[config.mk]
export PLATFORM = sky130hd
export DESIGN_NAME = seg7_stopwatch_core
export DESIGN_NICKNAME = d
export VERILOG_FILES = /design/src/rtl/seg7_stopwatch_core_pkg.sv /design/src/rtl/seg7_stopwatch_core_btn_edge.sv /design/src/rtl/seg7_stopwatch_core.sv
export SDC_FILE = /design/constraint.sdc
export NUM_CORES = 1
export LEC_CHECK = 0
export CORE_MARGIN = 3
export CORE_UTILIZATION = 57
export CTS_CLUSTER_SIZE = 40
export DETAILED_ROUTE_END_ITERATION = 8
export GPL_TIMING_DRIVEN = 0
export PLACE_DENSITY = 0.81
export SETUP_SLACK_MARGIN = 0.3
export SYNTH_ARGS = -nofsm -noshare
export SYNTH_HDL_FRONTEND = slang
export SYNTH_HIERARCHICAL = 1
export SYNTH_SLANG_ARGS = --single-unit
[constraint.sdc]
create_clock -name clk -period 2.15 [get_ports clk]
set_input_delay 0.43 -clock clk [delete_from_list [all_inputs] [get_ports clk]]
set_output_delay 0.43 -clock clk [all_outputs]
set_load 0.03 [all_outputs]
[src/rtl/seg7_stopwatch_core_pkg.sv]
// Shared types and segment encodings for the seven-segment stopwatch.
package seg7_stopwatch_core_pkg;

    typedef enum logic [1:0] {
        S_IDLE  = 2'd0,
        S_RUN   = 2'd1,
        S_PAUSE = 2'd2
    } state_t;

    localparam int NUM_BTN   = 2;
    localparam int BTN_START = 0;
    localparam int BTN_CLEAR = 1;

    localparam logic [6:0] SEG_BLANK = 7'h00;

    // Active-high a..g with bit0=a
    function automatic logic [6:0] seg_decode(input logic [3:0] d);
        logic [6:0] s;
        s = SEG_BLANK;
        case (d)
            4'd0: s = 7'h3F;
            4'd1: s = 7'h06;
            4'd2: s = 7'h5B;
            4'd3: s = 7'h4F;
            4'd4: s = 7'h66;
            4'd5: s = 7'h6D;
            4'd6: s = 7'h7D;
            4'd7: s = 7'h07;
            4'd8: s = 7'h7F;
            4'd9: s = 7'h6F;
            default: s = SEG_BLANK;
        endcase
        return s;
    endfunction

endpackage

[src/rtl/seg7_stopwatch_core_btn_edge.sv]
// Raw button conditioning: 2-FF synchroniser followed by a rising-edge pulse.
module btn_edge (
    input  logic clk,
    input  logic rst,
    input  logic ena,
    input  logic btn,
    output logic pulse
);
    logic sync1, sync2, prev;

    always_ff @(posedge clk or posedge rst) begin
        if (rst) begin
            sync1 <= 1'b0;
            sync2 <= 1'b0;
            prev  <= 1'b0;
        end else if (ena) begin
            sync1 <= btn;
            sync2 <= sync1;
            prev  <= sync2;
        end
    end

    assign pulse = sync2 & ~prev;

endmodule

[src/rtl/seg7_stopwatch_core.sv]
// Seconds stopwatch (00..59 BCD) with start/stop/clear FSM and a two-digit
// multiplexed, registered seven-segment output.
module seg7_stopwatch_core
    import seg7_stopwatch_core_pkg::*;
#(
    parameter int TICK_DIV = 10_000_000,
    parameter int SCAN_DIV = 10_000,
    parameter bit BLANK_LZ = 1'b1
) (
    input  logic       clk,
    input  logic       rst,
    input  logic       ena,
    input  logic       start_btn,
    input  logic       clear_btn,
    output logic [6:0] segments,
    output logic       dp,
    output logic [1:0] digit_sel,
    output logic       running,
    output logic       wrap
);
    localparam int PW = $clog2(TICK_DIV);
    localparam int SW = (SCAN_DIV > 1) ? $clog2(SCAN_DIV) : 1;
    localparam logic [PW-1:0] PRE_MAX  = PW'(TICK_DIV - 1);
    localparam logic [PW-1:0] PRE_HALF = PW'(TICK_DIV / 2);
    localparam logic [SW-1:0] SCAN_MAX = SW'(SCAN_DIV - 1);

    logic [NUM_BTN-1:0] btn_raw, btn_ev;
    logic               start_ev, clear_ev;

    assign btn_raw[BTN_START] = start_btn;
    assign btn_raw[BTN_CLEAR] = clear_btn;

    for (genvar g = 0; g < NUM_BTN; g++) begin : g_btn
        btn_edge u_btn (
            .clk  (clk),
            .rst  (rst),
            .ena  (ena),
            .btn  (btn_raw[g]),
            .pulse(btn_ev[g])
        );
    end

    assign start_ev = btn_ev[BTN_START];
    assign clear_ev = btn_ev[BTN_CLEAR];

    state_t          state;
    logic [PW-1:0]   pre;
    logic [3:0]      ones;
    logic [2:0]      tens;
    logic [SW-1:0]   scan_cnt;
    logic            tick, at_59;
    logic [1:0]      next_sel;
    logic [6:0]      next_seg;

    assign tick  = (state == S_RUN) && (pre == PRE_MAX);
    assign at_59 = (ones == 4'd9) && (tens == 3'd5);

    always_ff @(posedge clk or posedge rst) begin
        if (rst) begin
            state   <= S_IDLE;
            running <= 1'b0;
            pre     <= '0;
            ones    <= '0;
            tens    <= '0;
            wrap    <= 1'b0;
        end else if (ena) begin
            wrap <= 1'b0;
            if (clear_ev) begin
                // Clear beats a coincident start and drops any fractional second
                state   <= S_IDLE;
                running <= 1'b0;
                pre     <= '0;
                ones    <= '0;
                tens    <= '0;
            end else begin
                case (state)
                    S_IDLE:  if (start_ev) begin state <= S_RUN;   running <= 1'b1; end
                    S_RUN:   if (start_ev) begin state <= S_PAUSE; running <= 1'b0; end
                    S_PAUSE: if (start_ev) begin state <= S_RUN;   running <= 1'b1; end
                    default: begin state <= S_IDLE; running <= 1'b0; end
                endcase

                if (state == S_IDLE)
                    pre <= '0;
                else if (state == S_RUN)
                    pre <= tick ? '0 : pre + 1'b1;

                if (tick) begin
                    if (at_59) begin
                        ones <= '0;
                        tens <= '0;
                        wrap <= 1'b1;
                    end else if (ones == 4'd9) begin
                        ones <= '0;
                        tens <= tens + 3'd1;
                    end else begin
                        ones <= ones + 4'd1;
                    end
                end
            end
        end
    end

    always_comb begin
        next_sel = (scan_cnt == SCAN_MAX) ? {digit_sel[0], digit_sel[1]} : digit_sel;
        if (next_sel[0])
            next_seg = seg_decode(ones);
        else if (BLANK_LZ && (tens == 3'd0))
            next_seg = SEG_BLANK;
        else
            next_seg = seg_decode({1'b0, tens});
    end

    // Strobe and segment data share an edge so the display never shows a torn digit
    always_ff @(posedge clk or posedge rst) begin
        if (rst) begin
            scan_cnt  <= '0;
            digit_sel <= 2'b01;
            segments  <= SEG_BLANK;
            dp        <= 1'b0;
        end else if (ena) begin
            scan_cnt  <= (scan_cnt == SCAN_MAX) ? '0 : scan_cnt + 1'b1;
            digit_sel <= next_sel;
            segments  <= next_seg;
            dp        <= next_sel[0] && running && (pre < PRE_HALF);
        end
    end

endmodule

==> metrics.md <==
| Metric | Value |
|---|---|
| Status | `complete, no violations` |
| Die width | `86.46 um` |
| Area share of the largest cell type after synthesis | `between 40 and 50%` |
| Ant. Diodes | `0` |
| Worst-path clk slew | `0.07 ns` |
| Combinational fraction of design power | `27.7%` |
| Final WL | `between 8000 and 9000 um` |
| Area occupied by registers | `1612 um2` |
| Endpoint class of the critical path | `flip-flop` |
| # port buffers | `16` |
| Slew Limit Fails | `0` |
| Max Clk Rate | `roughly 0.54 GHz` |
| Synthesized flop and latch total | `64` |
| Max_cap viols | `0` |
| Worst path cell trace | `ha_1 -> nand3_1 -> nand4bb_4 -> buf_4 -> a31o_2 -> a221o_1` |
| Hold Slack | `0.3661 ns` |
| DR vias/cell | `5.960` |
| P_sw | `around 1.2 mW` |
| Cts bufs inserted | `9` |
| Worst skew pair latency | `0.34 ns` |
| # hold bufs at CTS | `0` |
| CTS tree | `yes` |
| Global-route wire length before repair | `roughly 13000 um` |
| Worst Reg-to-Reg Cells | `6` |
| Pwr/cell area | `805.7 nW/um2` |
| WL/cell | `about 16 um` |
| TritonCTS Sinks | `64` |
| CP bufs+invs | `1` |
| Vias in the first global route | `2911` |
| Via count | `roughly 3100` |
| Cell family with most CP delay | `compound AO/OA/AOI/OAI gates` |
| Die ar. | `~7500 um2` |
| # IOs | `17` |
| Worst endpoint required time | `2.37 ns` |
| Final WS setup | `0.2914 ns` |
| First drt pass iteration count | `5` |
| Reg2reg start | `scan_cnt[1]` |
| Distinct cells, synth | `57` |
| Post-DP HPWL | `5267 um` |
| Total grt overflow | `0` |
| DRC viols | `0` |
| Largest stage delay on the critical path | `around 0.40 ns` |
| Sequential element share of the synthesized area | `43.44%` |
| Die Y-Extent | `86.46 um` |
| Nets | `464` |
| Peak supply drop | `0.6491 mV` |
| Fin crit share | `86.45%` |
| Row Count | `28` |
| Count leader, synth | `dfrtp_1` |
| Layout cells sized above 1 | `21.52%` |
| Final setup violation count | `0` |
| Post-synthesis cell area | `approximately 3700 um2` |
| CTS root buffer | `clkbuf_8` |
| Routed Antenna Nets | `0` |
| Synth Area per Inst | `9.389 um2` |
| H-tree depth | `3` |
| Worst R2R End | `segments[4]` |
| Worst Path Max Fanout | `4` |
| Min-delay worst type | `in -> async` |
| Asr flop ratio synth | `100.0%` |
| Initial antenna violation count | `0` |
| Prevailing post-synth register cell | `dfrtp_1` |
| Iteration-0 DRC Markers | `around 230` |
| Clk pwr share | `29.0%` |
| Syn Nets | `416` |
| Pre-CTS setup slack | `-0.5787 ns` |
| Switching share of total power | `33.98%` |
| Reg-to-reg slack, setup | `0.29 ns` |
| Initial core utilization | `60.53%` |
| Top cells by count, synth | `dfrtp_1 (63), nor2_1 (56), nand2_1 (35), ha_1 (18), xnor2_1 (18)` |
| Worst-Margin Slew | `1.225 ns` |
| Post-Syn Instances | `a little under 400` |
| Part of the power in registers | `43.3%` |
| Top cells by area, synth | `dfrtp_1 (43%), ha_1 (6.1%), nor2_1 (5.7%)` |
| Clk buf depth | `2` |
| Crit path DAT | `2.08 ns` |
| Ys Warns | `6` |
| Startpoint types | `flip-flop` |
| Tmin final | `1.859 ns` |
| Core area | `6096 um2` |
| Largest net degree at the start of global routing | `59` |
| EDFF count, synth | `0` |
| Relative slew slack | `between 15 and 20%` |
| Leakage | `1.975 nW` |
| CP max-delay cell | `dfrtp_1` |
| Cell taking the most area after synthesis | `dfrtp_1` |
| Int Pwr | `2.403 mW` |
| FILL cells | `403` |
| Gpl congestion | `0.9119` |
| Area taken by multi-input logic gates | `between 2000 and 2500 um2` |
| WS Path Type | `reg -> reg` |
| Post-Route Skew | `0.005591 ns` |
| Synth-to-layout area growth | `22.45%` |
| Final Hold Fails | `0` |
| Unrepaired setup endpoints after global routing | `yes` |
| Global Route Usage Sum | `roughly 22%` |
metrics by stage:
stage	instances	TNS, ns	total power, mW	util [%]	cell area [um2]
2_1_floorplan	393	0	2.151	-	3694
3_3_place_gp	484	-13.25	2.393	64.76	3948
3_5_place_dp	484	-13.18	2.426	64.76	3948
4_1_cts	509	0	3.537	70.92	4323
5_1_grt	521	0	3.832	74.12	4518
6_report	521	0	3.640	74.12	4518
cells in the final DEF (no fill, tap or decap), types with 3 or more instances in the layout:
| master | synthesis | final |
|---|---|---|
| a21oi_1 | 9 | 9 |
| a31oi_1 | 3 | 3 |
| and3_1 | 3 | 3 |
| and4_1 | 3 | 3 |
| buf_2 | 6 | 3 |
| buf_4 | 1 | 22 |
| buf_6 | 0 | 5 |
| clkbuf_1 | 7 | 6 |
| clkbuf_8 | 0 | 11 |
| clkdlybuf4s50_1 | 0 | 11 |
| clkinvlp_4 | 0 | 3 |
| dfrtp_1 | 63 | 56 |
| dfrtp_2 | 0 | 7 |
| dlygate4sd2_1 | 0 | 3 |
| ha_1 | 18 | 17 |
| inv_1 | 17 | 16 |
| mux2_2 | 8 | 8 |
| nand2_1 | 35 | 35 |
| nand2b_1 | 9 | 8 |
| nand3_1 | 14 | 13 |
| nand4_1 | 16 | 16 |
| nor2_1 | 56 | 54 |
| nor2b_1 | 7 | 6 |
| nor3_1 | 13 | 12 |
| nor4_2 | 0 | 3 |
| nor4_4 | 2 | 3 |
| o21ai_0 | 13 | 12 |
| o31ai_1 | 4 | 4 |
| xnor2_1 | 18 | 18 |
| xor2_1 | 15 | 15 |
power groups by stage:
stage / Clock, mW / Combinational [mW] / Sequential, mW
3_5_place_dp: 0 / 0.857 / 1.57
2_1_floorplan: 0 / 0.531 / 1.62
5_1_grt: 1.12 / 1.11 / 1.60
3_3_place_gp: 0 / 0.831 / 1.56
4_1_cts: 1.07 / 0.914 / 1.56
6_report: 1.05 / 1.01 / 1.58
state kept, by name, indices dropped and copies added, names as in the netlist, 3 cells and up:
register,count
segments,7
tens,3
pre,24
scan_cnt,14
ones,4
logic make-up after synthesis:
group	share of synthesized area [%]
AND/OR/NAND/NOR	26.52
flip-flops	43.44
AO/OA/AOI/OAI	9.190
XOR/XNOR	7.833
buffers and inverters	3.663
adder cells (fa/ha/maj)	6.104
multiplexers	3.255
repair_timing:
| action | CTS | global route |
|---|---|---|
| gates resized for setup | 30 | 29 |
| endpoints found under the setup margin | 55 | 40 |
| buffers inserted | 9 | 11 |
| cloned | 0 | 1 |
| pin swaps | 6 | 10 |
cell type report:
cell class              instances  share of cell area, %
clock inverters                 5                  1.218
well taps                      75                  2.077
clock buffers                  11                  3.351
plain buffers                  16                  2.188
repair buffers                 37                  7.062
multi-input cells             296                  46.94
flip-flops and latches         64                  35.67
inverters                      17                  1.495
per-layer routing:
layer	share of wire [%]	up-vias	track usage (%)
met5	0	-	0
met2	51	89	38.04
met4	1.3	0	6.232
met1	43	1530	28.65
li1	-	1471	-
met3	4.5	15	5.608
worst max-delay path by stage:
stage	end	startpoint	cells after the start	slack (ns)
2_1_floorplan	pre[10]	pre[16]	6	0.27
3_3_place_gp	scan_cnt[1]	ena	6	-0.59
3_5_place_dp	scan_cnt[1]	ena	6	-0.58
4_1_cts	scan_cnt[13]	ena	7	0.30
5_1_grt	segments[4]	scan_cnt[1]	6	0.20
6_report	segments[4]	scan_cnt[1]	6	0.29
No activity file was read; power rests on OpenSTA's default activity.
